<file path="config.mk">
export PLATFORM = sky130hd
export DESIGN_NAME = id_ex_register
export DESIGN_NICKNAME = d
export VERILOG_FILES = /design/src/rtl/id_ex_register.sv
export SDC_FILE = /design/constraint.sdc
export NUM_CORES = 1
export LEC_CHECK = 0
export CELL_PAD_IN_SITES_DETAIL_PLACEMENT = 1
export CELL_PAD_IN_SITES_GLOBAL_PLACEMENT = 2
export CORE_MARGIN = 4
export CORE_UTILIZATION = 20
export CTS_BUF_LIST = sky130_fd_sc_hd__clkbuf_8
export DETAILED_ROUTE_END_ITERATION = 8
export PLACE_DENSITY = 0.86
export SLEW_MARGIN = 25
export SYNTH_ARGS = -nofsm -noshare
export SYNTH_HDL_FRONTEND = slang
export SYNTH_SLANG_ARGS = --single-unit
</file>
<file path="constraint.sdc">
create_clock -name clk -period 1.7 [get_ports clk]
set_input_delay 0.34 -clock clk [delete_from_list [all_inputs] [get_ports clk]]
set_output_delay 0.34 -clock clk [all_outputs]
set_load 0.01 [all_outputs]
</file>
<file path="src/rtl/id_ex_register.sv">
// ID/EX pipeline register. Stall or flush squashes the control set while
// still forwarding the data set, and stall-induced bubbles are counted.
module id_ex_register #(
  parameter int CNT_WIDTH = 16
) (
  input  logic                 clk,
  input  logic                 rst_n,
  input  logic                 stall,
  input  logic                 flush,
  input  logic                 count_clr,
  input  logic                 id_valid,
  input  logic [31:0]          id_pc_plus4,
  input  logic [31:0]          id_read_data1,
  input  logic [31:0]          id_read_data2,
  input  logic [31:0]          id_sign_ext,
  input  logic [4:0]           id_rs,
  input  logic [4:0]           id_rt,
  input  logic [4:0]           id_rd,
  input  logic                 id_regwrite,
  input  logic                 id_memtoreg,
  input  logic                 id_memread,
  input  logic                 id_memwrite,
  input  logic                 id_branch,
  input  logic                 id_regdst,
  input  logic                 id_alusrc,
  input  logic [1:0]           id_aluop,
  output logic                 ex_valid,
  output logic [31:0]          ex_pc_plus4,
  output logic [31:0]          ex_read_data1,
  output logic [31:0]          ex_read_data2,
  output logic [31:0]          ex_sign_ext,
  output logic [4:0]           ex_rs,
  output logic [4:0]           ex_rt,
  output logic [4:0]           ex_rd,
  output logic                 ex_regwrite,
  output logic                 ex_memtoreg,
  output logic                 ex_memread,
  output logic                 ex_memwrite,
  output logic                 ex_branch,
  output logic                 ex_regdst,
  output logic                 ex_alusrc,
  output logic [1:0]           ex_aluop,
  output logic [CNT_WIDTH-1:0] bubble_count
);

  logic load_ctrl;
  logic count_bubble;
  logic count_full;

  // Only a normal cycle carrying a real instruction may pass control through.
  assign load_ctrl    = id_valid & ~flush & ~stall;
  assign count_bubble = stall & ~flush;
  assign count_full   = &bubble_count;

  // Register specifiers and operands pass even in a bubble so forwarding
  // comparisons in EX still see the squashed instruction's fields.
  always_ff @(posedge clk or negedge rst_n) begin
    if (!rst_n) begin
      ex_pc_plus4   <= '0;
      ex_read_data1 <= '0;
      ex_read_data2 <= '0;
      ex_sign_ext   <= '0;
      ex_rs         <= '0;
      ex_rt         <= '0;
      ex_rd         <= '0;
    end else begin
      ex_pc_plus4   <= id_pc_plus4;
      ex_read_data1 <= id_read_data1;
      ex_read_data2 <= id_read_data2;
      ex_sign_ext   <= id_sign_ext;
      ex_rs         <= id_rs;
      ex_rt         <= id_rt;
      ex_rd         <= id_rd;
    end
  end

  always_ff @(posedge clk or negedge rst_n) begin
    if (!rst_n) begin
      ex_valid    <= 1'b0;
      ex_regwrite <= 1'b0;
      ex_memtoreg <= 1'b0;
      ex_memread  <= 1'b0;
      ex_memwrite <= 1'b0;
      ex_branch   <= 1'b0;
      ex_regdst   <= 1'b0;
      ex_alusrc   <= 1'b0;
      ex_aluop    <= 2'b00;
    end else if (load_ctrl) begin
      ex_valid    <= 1'b1;
      ex_regwrite <= id_regwrite;
      ex_memtoreg <= id_memtoreg;
      ex_memread  <= id_memread;
      ex_memwrite <= id_memwrite;
      ex_branch   <= id_branch;
      ex_regdst   <= id_regdst;
      ex_alusrc   <= id_alusrc;
      ex_aluop    <= id_aluop;
    end else begin
      ex_valid    <= 1'b0;
      ex_regwrite <= 1'b0;
      ex_memtoreg <= 1'b0;
      ex_memread  <= 1'b0;
      ex_memwrite <= 1'b0;
      ex_branch   <= 1'b0;
      ex_regdst   <= 1'b0;
      ex_alusrc   <= 1'b0;
      ex_aluop    <= 2'b00;
    end
  end

  // Clear wins over a same-edge increment; the count sticks at all-ones.
  always_ff @(posedge clk or negedge rst_n) begin
    if (!rst_n) begin
      bubble_count <= '0;
    end else if (count_clr) begin
      bubble_count <= '0;
    end else if (count_bubble && !count_full) begin
      bubble_count <= bubble_count + 1'b1;
    end
  end

endmodule

</file>
==> results.py <==
metrics = {
    "run_status": {
        "status": "complete, no violations",
    },
    "global_routing": {
        "overflow": 0,
        "antenna_found_initial": 4,
        "first_global_vias": 4087,
        "grt_max_degree": 57,
        "grtUsageTotal_pct": 13.8,
        "grt_pass1_wl_mm": 26.9,
    },
    "clocking": {
        "clkSinkCount": 169,
        "cts_buffers": 17,
        "ctsLongestPathBuffers": 2,
        "worst_skew_pair.late_latency_ps": 450,
        "cts_max_level": 4,
        "cts_tree": "done",
        "root_buffer": "clkbuf_8",
        "path_clk_slew_ps": 110,
    },
    "yosys": {
        "syn_inst": 265,
        "ys_types": 33,
        "syn_nets": 424,
        "synthTopCellsByArea": "dfrtp_1 (87%), and2_1 (1.4%), mux2_2 (0.93%), nor2_1 (0.85%), nor2b_1 (0.77%)",
        "yosysWarnings": 0,
        "yosysTopAreaCellShare_pct": 87.1,
        "syn-cell-area_um2": 4850,
        "synth-seq-area-share_pct": 87.1,
        "ys_ff_latch": 169,
        "syn_area_per_cell_um2": 18.3,
        "synth.largest_area_cell": "dfrtp_1",
    },
    "power": {
        "power_density_nw_per_um2": 874,
        "p_total_mw": 7.93,
        "cellLeakagePower_nw": 4.30,
        "peakVddDrop_uv": 335,
    },
    "timing": {
        "hold_violations": 0,
        "timing.final.max_slew_violations": 0,
        "fin_crit_sh_pct": 96.5,
        "grt_setup_unrepaired": "false",
        "layout_setup_ws_ps": 59.1,
        "clock_skew_ps": 16.3,
        "setup_viol": 0,
        "timing.fmax_mhz": 609,
        "tightest_slew_ps": 407,
        "period_minus_slack_ps": 1640,
        "slew_headroom_pct": 72.6,
    },
    "die": {
        "start_util_pct": 20.5,
        "chipWidth_um": 164,
        "io_pins": 327,
        "dieHeight_um": 164,
        "die_area_um2": 26800,
        "rows": 56,
        "core_um2": 23700,
    },
    "place": {
        "gp_congestion": 0.800,
        "dp_slack_ps": -378,
        "dpl.hpwl_mm": 15.5,
        "port-buffer-count": 326,
    },
    "routing": {
        "drt_iter0_markers": 131,
        "drc": 0,
        "ant_nets": 0,
        "routed_wl_mm": 19.1,
        "routedWlPerCell_um": 19.6,
        "via_per_inst": 3.74,
        "via_count": 3643,
        "drt_pre_antenna_iters": 4,
    },
    "worst_setup_path": {
        "start_kind": "flip-flop",
        "worst-endpoint-required_ps": 2080,
        "cp_max_fo": 3,
        "cp-end-kind": "flip-flop",
        "worstPathArrival_ps": 2020,
        "crit_type": "flip-flop to flip-flop",
    },
    "job": {
        "maxCapViolations": 0,
    },
    "cells_and_area": {
        "syn_to_final_growth_pct": 86.9,
        "drive_gt1_share_pct": 13.2,
        "utilization_pct": 38.3,
        "fin_nets": 797,
    },
    "min_path": {
        "hold_path.class": "input port to flip-flop",
    },
}
## per-stage QoR
step | hold slack, ps | cell area, um^2 | setup TNS (ps) | std cells
finish | 317 | 9070 | 0 | 973
global route | 265 | 9070 | 0 | 973
CTS | 261 | 8960 | 0 | 969
detailed placement | 222 | 8720 | -3150 | 932
global placement | 218 | 8720 | -2140 | 932
floorplan | 44.4 | 4860 | -79.3 | 265
## synthesized netlist by cell type
library cell / count
nor2_1: 11
nor4_2: 1
nand2_1: 6
clkbuf_1: 1
buf_2: 1
nor4_4: 1
and4_1: 2
a41oi_1: 2
or3_1: 1
or4_1: 3
inv_1: 2
nand4_2: 2
buf_1: 1
and3_1: 1
a21oi_1: 6
nor2b_1: 6
nor3b_1: 3
nand4_1: 2
and4b_1: 1
a211oi_1: 2
ha_1: 1
mux2i_1: 2
a31oi_1: 2
nand2b_1: 3
a311oi_1: 1
a2111oi_0: 1
nor3_1: 5
dfrtp_1: 169
nand3_1: 4
o31ai_1: 4
mux2_2: 4
and2_1: 11
o21ai_0: 3
## worst max-delay path, stage by stage, from the launching register on
cell     delay (ps)
dfrtp_1         410
ha_2            200
nand4_1         180
o31ai_1         150
or4_1           490
a21oi_1         160
## registers in the layout, indices dropped and copies added, names as in the netlist, 2 cells and up
name	flops
ex_pc_plus4	32
ex_read_data1	32
ex_read_data2	32
ex_sign_ext	32
bubble_count	16
ex_rd	5
ex_rs	5
ex_rt	5
ex_aluop	2
## report_power, final
group | leakage (nW) | internal, mW | switching, mW | total [mW]
Sequential | 2.02 | 4.19 | 0.0505 | 4.25
Combinational | 2.09 | 0.527 | 0.355 | 0.881
Clock | 0.196 | 1.10 | 1.71 | 2.81
Total | 4.30 | 5.82 | 2.11 | 7.93
## placed cells by master, fill, tap and decap left out, drive strengths merged, types with 3 or more instances in the layout
master / synthesis / final
nor3b: 3 / 3
clkbuf: 1 / 17
nor3: 5 / 5
mux2: 4 / 4
dlygate4sd2: 0 / 154
nor2: 11 / 11
o31ai: 4 / 4
or4: 3 / 3
nand2b: 3 / 3
a21oi: 6 / 6
and2: 11 / 11
nand4: 4 / 4
o21ai: 3 / 3
nor2b: 6 / 6
clkinv: 0 / 6
dfrtp: 169 / 169
nand3: 4 / 4
dlymetal6s2s: 0 / 13
clkdlybuf4s50: 0 / 156
buf: 2 / 31
inv: 2 / 10
nand2: 6 / 6
diode: 0 / 3
## cell type report
class                      count  area [um^2]
clock buffer                  17          234
clock inverter                15          153
inverter                       2         7.51
timing repair buffer         357         3370
tap                          319          399
multi-input combinational     91          668
sequential                   169         4240
fill                        2597        14600
antenna                        3         7.51
## cells by family after synthesis
group | count (synthesis) | synth area share (%)
AOI/OAI and AO/OA | 21 | 2.84
DFF | 169 | 87.1
muxes | 6 | 1.34
adders and majority gates | 1 | 0.258
buffers and inverters | 5 | 0.412
and+or+nand+nor | 63 | 8.04
## worst paths after layout
kind	slack, ps	depth (start not counted)	endpoint	from
max in group asynchronous	750	3	bubble_count[7]	rst_n
max reg2reg	60	5	bubble_count[13]	bubble_count[0]
min in group asynchronous	330	2	ex_read_data2[29]	rst_n
min	320	1	ex_pc_plus4[11]	id_pc_plus4[11]
min reg2reg	630	2	bubble_count[3]	bubble_count[3]
max	60	5	bubble_count[13]	bubble_count[0]
## what timing repair did
item	CTS	global route
setup endpoints to repair	157	29
pin swaps	0	4
gates resized for setup	162	29
setup buffers	4	1
hold buffers	1	0
hold endpoints to repair	19	0
## layer usage
layer / track usage (%) / routed length (um)
met1: 15.1 / 6980
met2: 24.8 / 10200
met3: 4.87 / 1690
met4: 4.80 / 225
met5: 0 / 13
Note: power is estimated with default switching activity, not from simulation.
